**src/rtl/inst_encoder_pkg.sv**
```systemverilog
// rtl/inst_encoder_pkg.sv - field positions, opcodes, FSM states and packing helpers for inst_encoder
package inst_encoder_pkg;

  localparam int INST_ADDR_W = 32;
  localparam int REG_ADDR_W  = 5;
  localparam int REG_W       = 32;
  localparam int INST_W      = 64;

  localparam logic [3:0] MEM_SREG = 4'h1;
  localparam logic [3:0] MEM_DREG = 4'h2;

  localparam logic [7:0] EXE_AND = 8'h24;
  localparam logic [7:0] EXE_OR  = 8'h25;
  localparam logic [7:0] EXE_XOR = 8'h26;
  localparam logic [7:0] EXE_NOT = 8'h27;

  localparam int INST_MEM_HI  = 63;
  localparam int INST_MEM_LO  = 60;
  localparam int INST_OP_HI   = 59;
  localparam int INST_OP_LO   = 52;
  localparam int INST_WD_HI   = 51;
  localparam int INST_WD_LO   = 47;
  localparam int INST_RS1_HI  = 46;
  localparam int INST_RS1_LO  = 42;
  localparam int INST_RS2_HI  = 41;
  localparam int INST_RS2_LO  = 37;
  localparam int INST_IMM_HI  = 41;
  localparam int INST_IMM_LO  = 10;
  localparam int INST_NIMM_HI = 46;
  localparam int INST_NIMM_LO = 16;

  typedef enum logic [1:0] {
    ST_IDLE  = 2'd0,
    ST_RUN   = 2'd1,
    ST_DRAIN = 2'd2
  } enc_state_e;

  // Anything that is not DREG is packed with the SREG layout, so raw words stay decodable.
  function automatic logic [INST_W-1:0] encode_word(
    input logic [3:0]            mem,
    input logic [7:0]            op,
    input logic [REG_ADDR_W-1:0] wd,
    input logic [REG_ADDR_W-1:0] rs1,
    input logic [REG_ADDR_W-1:0] rs2,
    input logic [REG_W-1:0]      imm
  );
    logic [INST_W-1:0] w;
    w = '0;
    w[INST_MEM_HI:INST_MEM_LO] = mem;
    w[INST_OP_HI:INST_OP_LO]   = op;
    w[INST_WD_HI:INST_WD_LO]   = wd;
    if (mem == MEM_DREG) begin
      w[INST_RS1_HI:INST_RS1_LO] = rs1;
      w[INST_RS2_HI:INST_RS2_LO] = rs2;
    end else if (op == EXE_NOT) begin
      w[INST_NIMM_HI:INST_NIMM_LO] = imm[30:0];
    end else begin
      w[INST_RS1_HI:INST_RS1_LO] = rs1;
      w[INST_IMM_HI:INST_IMM_LO] = imm;
    end
    return w;
  endfunction

  function automatic logic is_legal(input logic [3:0] mem, input logic [7:0] op);
    logic mem_ok;
    logic op_ok;
    mem_ok = (mem == MEM_SREG) || (mem == MEM_DREG);
    op_ok  = (op == EXE_OR) || (op == EXE_AND) || (op == EXE_XOR) || (op == EXE_NOT);
    return mem_ok && op_ok;
  endfunction

endpackage

```
**src/rtl/inst_enc_fifo.sv**
```systemverilog
// rtl/inst_enc_fifo.sv - synchronous DEPTH x WIDTH word FIFO with full/empty flags
module inst_enc_fifo #(
  parameter int DEPTH = 4,
  parameter int WIDTH = 64
) (
  input  logic             clk,
  input  logic             rst,
  input  logic             push_i,
  input  logic [WIDTH-1:0] data_i,
  input  logic             pop_i,
  output logic [WIDTH-1:0] data_o,
  output logic             full_o,
  output logic             empty_o
);

  localparam int AW = $clog2(DEPTH);

  logic [WIDTH-1:0] mem_q [DEPTH];
  logic [AW:0]      wr_ptr_q;
  logic [AW:0]      rd_ptr_q;

  // Extra pointer MSB distinguishes full from empty when the indices match.
  assign empty_o = (wr_ptr_q == rd_ptr_q);
  assign full_o  = (wr_ptr_q[AW] != rd_ptr_q[AW]) && (wr_ptr_q[AW-1:0] == rd_ptr_q[AW-1:0]);
  assign data_o  = mem_q[rd_ptr_q[AW-1:0]];

  always_ff @(posedge clk) begin
    if (!rst) begin
      wr_ptr_q <= '0;
      rd_ptr_q <= '0;
    end else begin
      if (push_i && !full_o) begin
        wr_ptr_q <= wr_ptr_q + (AW+1)'(1);
      end
      if (pop_i && !empty_o) begin
        rd_ptr_q <= rd_ptr_q + (AW+1)'(1);
      end
    end
  end

  always_ff @(posedge clk) begin
    if (push_i && !full_o) begin
      mem_q[wr_ptr_q[AW-1:0]] <= data_i;
    end
  end

endmodule

```
**src/rtl/inst_encoder.sv**
```systemverilog
// rtl/inst_encoder.sv - packs field requests into 64-bit words and streams them into instruction ROM
// Optional illegal-request filtering via INST_ENC_ILLEGAL_CHECK_EN.
module inst_encoder
  import inst_encoder_pkg::*;
#(
  parameter int DEPTH     = 4,
  parameter int ADDR_STEP = 8
) (
  input  logic                   clk,
  input  logic                   rst,
  input  logic                   start_i,
  input  logic [INST_ADDR_W-1:0] base_addr_i,
  input  logic                   end_i,
  input  logic                   req_valid_i,
  output logic                   req_ready_o,
  input  logic [3:0]             req_mem_i,
  input  logic [7:0]             req_op_i,
  input  logic [REG_ADDR_W-1:0]  req_wd_i,
  input  logic [REG_ADDR_W-1:0]  req_rs1_i,
  input  logic [REG_ADDR_W-1:0]  req_rs2_i,
  input  logic [REG_W-1:0]       req_imm_i,
  output logic                   rom_we_o,
  input  logic                   rom_ready_i,
  output logic [INST_ADDR_W-1:0] rom_addr_o,
  output logic [INST_W-1:0]      rom_data_o,
  output logic                   busy_o,
  output logic                   done_o,
  output logic                   err_o,
  output logic [15:0]            wr_cnt_o
);

  enc_state_e             state_q, state_d;
  logic [INST_ADDR_W-1:0] addr_q, addr_d;
  logic [15:0]            cnt_q, cnt_d;
  logic                   err_q, err_d;

  logic              fifo_full, fifo_empty, fifo_push, fifo_pop;
  logic [INST_W-1:0] fifo_head, enc_word;
  logic              accept, legal;

  assign enc_word = encode_word(req_mem_i, req_op_i, req_wd_i, req_rs1_i, req_rs2_i, req_imm_i);

`ifdef INST_ENC_ILLEGAL_CHECK_EN
  assign legal = is_legal(req_mem_i, req_op_i);
`else
  assign legal = 1'b1;
`endif

  assign req_ready_o = (state_q == ST_RUN) && !fifo_full;
  assign accept      = req_valid_i && req_ready_o;
  assign fifo_push   = accept && legal;
  assign rom_we_o    = !fifo_empty && (state_q != ST_IDLE);
  assign fifo_pop    = rom_we_o && rom_ready_i;

  inst_enc_fifo #(
    .DEPTH (DEPTH),
    .WIDTH (INST_W)
  ) u_fifo (
    .clk     (clk),
    .rst     (rst),
    .push_i  (fifo_push),
    .data_i  (enc_word),
    .pop_i   (fifo_pop),
    .data_o  (fifo_head),
    .full_o  (fifo_full),
    .empty_o (fifo_empty)
  );

  always_comb begin
    state_d = state_q;
    addr_d  = addr_q;
    cnt_d   = cnt_q;
    err_d   = err_q;
    unique case (state_q)
      ST_IDLE: begin
        if (start_i) begin
          state_d = ST_RUN;
          addr_d  = base_addr_i;
          cnt_d   = '0;
          err_d   = 1'b0;
        end
      end
      ST_RUN: begin
        if (end_i) state_d = ST_DRAIN;
      end
      ST_DRAIN: begin
        if (fifo_empty) state_d = ST_IDLE;
      end
      default: state_d = ST_IDLE;
    endcase
    if (fifo_pop) begin
      addr_d = addr_q + INST_ADDR_W'(ADDR_STEP);
      if (cnt_q != 16'hFFFF) cnt_d = cnt_q + 16'd1;
    end
`ifdef INST_ENC_ILLEGAL_CHECK_EN
    if (accept && !legal) err_d = 1'b1;
`endif
  end

  always_ff @(posedge clk) begin
    if (!rst) begin
      state_q <= ST_IDLE;
      addr_q  <= '0;
      cnt_q   <= '0;
      err_q   <= 1'b0;
    end else begin
      state_q <= state_d;
      addr_q  <= addr_d;
      cnt_q   <= cnt_d;
      err_q   <= err_d;
    end
  end

  // Head entry is masked so the data bus reads zero whenever no write is offered.
  assign rom_data_o = rom_we_o ? fifo_head : '0;
  assign rom_addr_o = addr_q;
  assign busy_o     = (state_q != ST_IDLE);
  assign done_o     = (state_q == ST_DRAIN) && fifo_empty;
  assign err_o      = err_q;
  assign wr_cnt_o   = cnt_q;

endmodule

```
**config.mk**
```make
export PLATFORM = sky130hd
export DESIGN_NAME = inst_encoder
export DESIGN_NICKNAME = d
export VERILOG_FILES = /design/src/rtl/inst_encoder_pkg.sv /design/src/rtl/inst_enc_fifo.sv /design/src/rtl/inst_encoder.sv
export SDC_FILE = /design/constraint.sdc
export NUM_CORES = 1
export LEC_CHECK = 0
export CAP_MARGIN = 20
export CORE_ASPECT_RATIO = 1.2
export CORE_UTILIZATION = 58
export DETAILED_ROUTE_END_ITERATION = 7
export PLACE_DENSITY = 0.85
export SLEW_MARGIN = 30
export SYNTH_ARGS = -nofsm -noshare
export SYNTH_HDL_FRONTEND = slang
export SYNTH_HIERARCHICAL = 1
export SYNTH_SLANG_ARGS = --single-unit
```
**constraint.sdc**
```tcl
create_clock -name clk -period 7.9 [get_ports clk]
set_input_delay 1.975 -clock clk [delete_from_list [all_inputs] [get_ports clk]]
set_output_delay 1.975 -clock clk [all_outputs]
set_load 0.05 [all_outputs]
```
==> results by group, run 1 <==
CTS
  – Sink Count: 314
  – CTS Hold Buffers Added: 0
  – Post-CTS sizing: 0
  – Post-CTS Setup Repair Bufs: 0
  – CTS root buf: clkbuf_16
  – TritonCTS clock tree: done
  – CTS Buf Count: 30
  – Longest Clk Path Bufs: 3
  – Htree depth: 1
  – Clk slew on worst S/H paths: 0.07 ns
  – Clk Latency, worst-skew pair: 0.54 ns

Job
  – Total of max-cap violations: 0

STA
  – Tcrit/Tclk final: 73.5%
  – Slew Limit Headroom: 38.0%
  – Worst Tran Pin Value: 0.928 ns
  – Setup Skew: 0.0154 ns
  – RSZ-0062 raised after global routing: no
  – Final Hold Viols: 0
  – FMAX: 172 MHz
  – Setup_tns: 0 ns
  – Fin. max-slew vios: 0
  – Tmin final: 5.80 ns
  – Setup violators final: 0

Yosys
  – Cells after Synth: 926
  – Async S/R FF share, synth: 0%
  – Top area cells in the synthesized netlist: edfxtp_1 57%, mux4_2 11%, dfxtp_1 8.6%, and3_1 3.3%, nand2_1 2.5%
  – Distinct cells, synth: 69
  – Ys flop type: edfxtp_1
  – Mean Syn Cell Area: 14.6 sq um
  – Seq/Total Area, Yosys: 65.6%
  – Ys Warns: 6
  – Area leader, netlist: edfxtp_1
  – EDFF count, synth: 256
  – Synth top area share: 57.0%
  – #FFs+latches synth: 314
  – Synth Cell Area: 13500 sq um

Setup path
  – Worst-path fanout max: 65
  – Worst r2r src: u_fifo/wr_ptr_q[0]
  – Req. time, crit path: 5.93 ns
  – Worst EP arrival: 3.83 ns
  – Critical Path Source: u_fifo/wr_ptr_q[0]
  – Worst Setup Path Type: flop to output pin
  – Setup crit start kind: flop
  – CP endpoint kind: output pin

Drt
  – Final WL: 31300 um
  – Via density: 5.98
  – ANT nets after route: 0
  – Avg WL per Cell: 20.9 um
  – TritonRoute pass-1 iters: 6
  – Vias: 8960
  – DRT iter0 DRCs: 646
  – DRC viols: 0

GRT
  – First-pass GRT wire length: 47700 um
  – Pin count of the biggest net entering global routing: 66
  – Global route total overflow: 0
  – Initial antenna violation count: 2
  – Total track usage: 26.1%
  – Vias in the first global route: 8759

Final layout
  – Layout cells sized above 1: 12.0%
  – Layout Utilization: 75.6%
  – FILL cells: 1380
  – Nets: 1270
  – Area grow syn2layout: 26.7%

Hold path
  – Hold Startpoint: rom_addr_o[2]
  – Worst hold path type: flop to flop

Power
  – Psw: 0.886 mW
  – Lkg Pwr: 5.88 nW
  – Seq pwr share: 49.4%
  – Switching share of power: 23.5%
  – Maximum VDD drop: 0.000202 V
  – Internal Dissipation: 2.88 mW
  – Clock Power Share: 38.4%
  – Power per cell area: 221 nW/um^2
  – Comb power frac: 12.1%

Floorplan
  – CORE AREA: 22600 sq um
  – # rows: 60
  – Die height: 169 um
  – Die width: 141 um
  – Die footprint: 23900 sq um
  – I/O Pins: 214
  – Initial core utilization: 59.7%

Placement
  – GP Congestion: 0.869
  – PortBufs: 212
  – Dpl hpwl: 19600 um

Outcome
  – Status: complete, no violations
[layout make-up]
class	count	area (sq um)	share of cell area [%]
diodes	2	5.00	0.0293
clock buffers	37	798	4.68
clock inverters	16	194	1.14
inverters	18	68.8	0.403
multi-input cells	581	4490	26.3
flip-flops and latches	314	8860	51.9
well taps	310	388	2.27
repair buffers	221	2270	13.3
[power groups by stage]
stage                     clock network, mW  registers (mW)  logic (mW)
after floorplan                           0            1.93       0.248
after global placement                    0            1.90       0.436
after detailed placement                  0            1.90       0.453
after CTS                              1.47            1.86       0.455
after global routing                   1.53            1.87       0.483
final                                  1.45            1.86       0.457
[critical path, cell delays in order (launching register included)]
cell	delay (ns)
dfxtp_1	0.49
xor2_1	0.25
nor3_1	0.53
clkinv_2	0.79
and3_1	0.44
clkdlybuf4s50_1	0.73
[through the flow]
| stage | instance area, sq um | hold WS [ns] | instances | power [mW] | worst slack [ns] |
|---|---|---|---|---|---|
| 3_3_place_gp | 16000 | 0.443 | 1439 | 2.34 | 2.75 |
| 4_1_cts | 17000 | 0.461 | 1493 | 3.79 | 2.22 |
| 3_5_place_dp | 16000 | 0.451 | 1440 | 2.35 | 2.70 |
| 6_report | 17100 | 0.456 | 1499 | 3.77 | 2.10 |
| 2_1_floorplan | 13600 | 0.501 | 966 | 2.18 | 2.17 |
| 5_1_grt | 17100 | 0.493 | 1498 | 3.88 | 1.82 |
[cell usage in the layout (no fill, tap or decap), drive strengths merged, types with 7 or more instances in the layout]
master and instances:
a21oi 55, a31oi 7, and2 17, and3 72, buf 9, clkbuf 37, clkdlybuf4s50 212, clkinv 13
conb 41, dfxtp 58, edfxtp 256, ha 7, inv 16, mux2 9, mux2i 7, mux4 64
nand2 89, nand3 28, nand4 21, nor2 31, nor3 16, o21ai 30, xor2 7
[synth_stat cells, drive strengths merged (21+ instances only)]
library cell	instances
a21oi	55
clkbuf	29
nor2	31
buf	24
mux4	64
nand3	28
nand4	21
edfxtp	256
o21ai	30
and3	72
dfxtp	58
nand2	89
[worst paths after layout]
kind	endpoint	slack [ns]	cells past startpoint
setup / recovery	rom_data_o[53]	2.10	5
setup reg to reg	u_fifo/mem_q[3][45]	4.09	7
hold / removal	rom_addr_o[2]	0.46	2
hold reg to reg	rom_addr_o[2]	0.46	2
[cell families after synthesis]
kind of cell             synth area share [%]
AO/OA/AOI/OAI                            6.62
XOR/XNOR                                0.650
adder cells (fa/ha/maj)                 0.650
buffers and inverters                    2.35
flip-flops                               65.6
multiplexers                             12.0
other                                  0.0278
AND/OR/NAND/NOR                          12.1
[flip-flops by register name, indices dropped and copies added, names as in the netlist, named ones only]
register and flops:
state_q 2, u_fifo/wr_ptr_q 3, wr_cnt_o 16, u_fifo/rd_ptr_q 3
rom_addr_o 32, u_fifo/mem_q 256
[metal layers]
layer | share of wire [%] | GRT usage, %
met5 | 0 | 0
met4 | 2.4 | 8.70
met3 | 7.0 | 4.24
met2 | 52 | 45.5
met1 | 39 | 33.3
Note: power is estimated with default switching activity, not from simulation.
==> run 2, diff against run 1 <==
--- a/config.mk
+++ b/config.mk
@@ -7,9 +7,9 @@
 export LEC_CHECK = 0
 export CAP_MARGIN = 20
 export CORE_ASPECT_RATIO = 1.2
-export CORE_UTILIZATION = 58
+export CORE_UTILIZATION = 54
 export DETAILED_ROUTE_END_ITERATION = 7
-export PLACE_DENSITY = 0.85
+export PLACE_DENSITY = 0.8
 export SLEW_MARGIN = 30
 export SYNTH_ARGS = -nofsm -noshare
 export SYNTH_HDL_FRONTEND = slang
==> constraint.sdc (replaced) <==
create_clock -name clk -period 5.84 [get_ports clk]
set_input_delay 1.46 -clock clk [delete_from_list [all_inputs] [get_ports clk]]
set_output_delay 1.46 -clock clk [all_outputs]
set_load 0.05 [all_outputs]
==> run 2 against run 1 <==
- routed wire length fell by 0.92%
- clock skew decreased by 0.0090 ns
- highest routed layer unchanged
- global-route usage decreased by 1.9 points
- combinational power is 35% higher
- first-iteration DRC count grew 5.7%
==> results by group, run 2 (same netlist as run 1, synthesis figures left out) <==
Outcome
  – Status: complete, no violations

Placement
  – PortBufs: 212
  – Dpl hpwl: 19700 um
  – Placed Instance Area: 16100 sq um
  – GP Congestion: 0.847
  – Placed cells: 1462

Drt
  – DRT iter0 DRCs: 683
  – ANT nets after route: 0
  – TritonRoute pass-1 iters: 5
  – Avg WL per Cell: 20.4 um
  – Via density: 5.94
  – Vias: 9005
  – DRC viols: 0
  – Final WL: 31000 um

STA
  – Setup Skew: 0.00642 ns
  – Setup_tns: 0 ns
  – Final Hold Viols: 0
  – Tmin final: 5.22 ns
  – Setup violators final: 0
  – Slew Limit Headroom: 34.6%
  – Fin. max-slew vios: 0
  – FMAX: 192 MHz
  – Worst Tran Pin Value: 0.981 ns
  – Tcrit/Tclk final: 89.4%
  – RSZ-0062 raised after global routing: no
  – Worst Hold Slack: 0.455 ns

Final layout
  – Max FFs per register: 256
  – Nets: 1274
  – Ant. Diodes: 0
  – FILL cells: 1699
  – Area grow syn2layout: 26.4%
  – Final non-filler cell area: 17000 sq um
  – Layout Cells excl Fill: 1516
  – Most common cell after layout, fill and taps aside: edfxtp_1
  – Area occupied by multi-input gates: 4490 sq um
  – Layout cells sized above 1: 12.7%
  – Commonest cells after routing, fill and taps aside: 256 x edfxtp_1, 212 x clkdlybuf4s50_1, 89 x nand2_1, 72 x and3_1, 64 x mux4_2
  – Storage cell area: 8860 sq um

Hold path
  – Hold depth: 2
  – Worst hold path type: flop to flop
  – Hold Path End: rom_addr_o[1]
  – Hold Startpoint: rom_addr_o[1]

CTS
  – CTS Buf Count: 30
  – Clk Latency, worst-skew pair: 0.55 ns
  – CTS Hold Buffers Added: 0
  – Sink Count: 314
  – Clk slew on worst S/H paths: 0.06 ns
  – Htree depth: 1
  – Post-CTS sizing: 0
  – CTS root buf: clkbuf_16
  – Post-CTS Setup Repair Bufs: 0
  – TritonCTS clock tree: done
  – Longest Clk Path Bufs: 3

Setup path
  – Cell Chain, Critical Path: xor2_1 > nor3_1 > clkinv_2 > and3_1 > clkdlybuf4s50_1
  – Worst-path fanout max: 65
  – Req. time, crit path: 4.38 ns
  – CP endpoint kind: output pin
  – Setup crit start kind: flop
  – Worst EP arrival: 3.76 ns
  – Worst r2r src: state_q[1]
  – FF-to-FF End: rom_addr_o[17]
  – R2R Setup Slk: 2.45 ns
  – Slowest CP cell: clkinv_2
  – Max stage delay on crit path: 0.78 ns
  – Buf+Inv Stages, Crit Path: 2
  – Worst Setup Path Type: flop to output pin
  – FF-to-FF path depth: 7
  – Top cell family by delay on the critical path: buffers and inverters

Floorplan
  – I/O Pins: 214
  – # rows: 63
  – Initial core utilization: 54.8%
  – Die footprint: 25600 sq um
  – CORE AREA: 24600 sq um
  – Die height: 175 um
  – Die width: 146 um

GRT
  – Vias in the first global route: 8870
  – Global route total overflow: 0
  – First-pass GRT wire length: 48000 um
  – Total track usage: 24.2%
  – Pin count of the biggest net entering global routing: 69
  – Initial antenna violation count: 0

Job
  – Total of max-cap violations: 0

Power
  – Maximum VDD drop: 0.000261 V
  – Total Power: 4.98 mW
  – Lkg Pwr: 5.87 nW
  – Power per cell area: 292 nW/um^2
## run 2: cell count changes in the layout (fill, tap and decap cells not counted), moves of 2 or more
cell / previous run / this run
buf_4: 4 / 9
clkinv_1: 10 / 4
bufinv_16: 5 / 1
clkbuf_8: 0 / 4
clkbuf_2: 0 / 4
diode_2: 2 / 0
## run 2: worst register-to-register path, stage by stage (launching register included)
cell      delay, ns
dfxtp_1        0.37
nor2_4         0.26
clkinv_2       0.73
nand2_1        0.79
inv_1          0.48
nand4_1        0.25
mux2_1         0.34
a21oi_1        0.14
## run 2: per-stage QoR
stage,setup WS [ns],util [%]
2_1_floorplan,0.110,-
3_3_place_gp,1.48,65.1
3_5_place_dp,1.33,65.4
4_1_cts,0.748,69.2
5_1_grt,0.303,69.3
6_report,0.619,69.3
## run 2: how the worst max path moves through the flow
stage | from | endpoint | cells past startpoint
floorplan | u_fifo/wr_ptr_q[0] | u_fifo/mem_q[3][0] | 6
global placement | u_fifo/wr_ptr_q[0] | rom_data_o[53] | 5
detailed placement | u_fifo/wr_ptr_q[0] | rom_data_o[53] | 5
CTS | u_fifo/wr_ptr_q[0] | rom_data_o[53] | 5
global route | u_fifo/wr_ptr_q[1] | done_o | 5
finish | u_fifo/wr_ptr_q[1] | rom_data_o[2] | 5
## run 2: power by group
| part | total [mW] | switching, mW | internal (mW) |
|---|---|---|---|
| sequential | 2.52 | 0.0462 | 2.47 |
| combinational | 0.616 | 0.369 | 0.247 |
| clock | 1.84 | 0.772 | 1.07 |
## run 2: layout make-up
| class | count | share of cell area, % |
|---|---|---|
| Tap cell | 325 | 2.39 |
| Clock inverter | 7 | 0.345 |
| Sequential cell | 314 | 52.0 |
| Multi-Input combinational cell | 581 | 26.3 |
| Inverter | 18 | 0.411 |
| Timing Repair Buffer | 225 | 13.4 |
| Clock buffer | 46 | 5.15 |
## run 2: metal layers
metal / up-vias / wire (um) / track usage, %
met5: - / 0 / 0
met4: 0 / 656 / 6.94
met2: 379 / 16400 / 43.8
met3: 37 / 2130 / 3.97
li1: 4081 / - / -
met1: 4508 / 11800 / 29.7
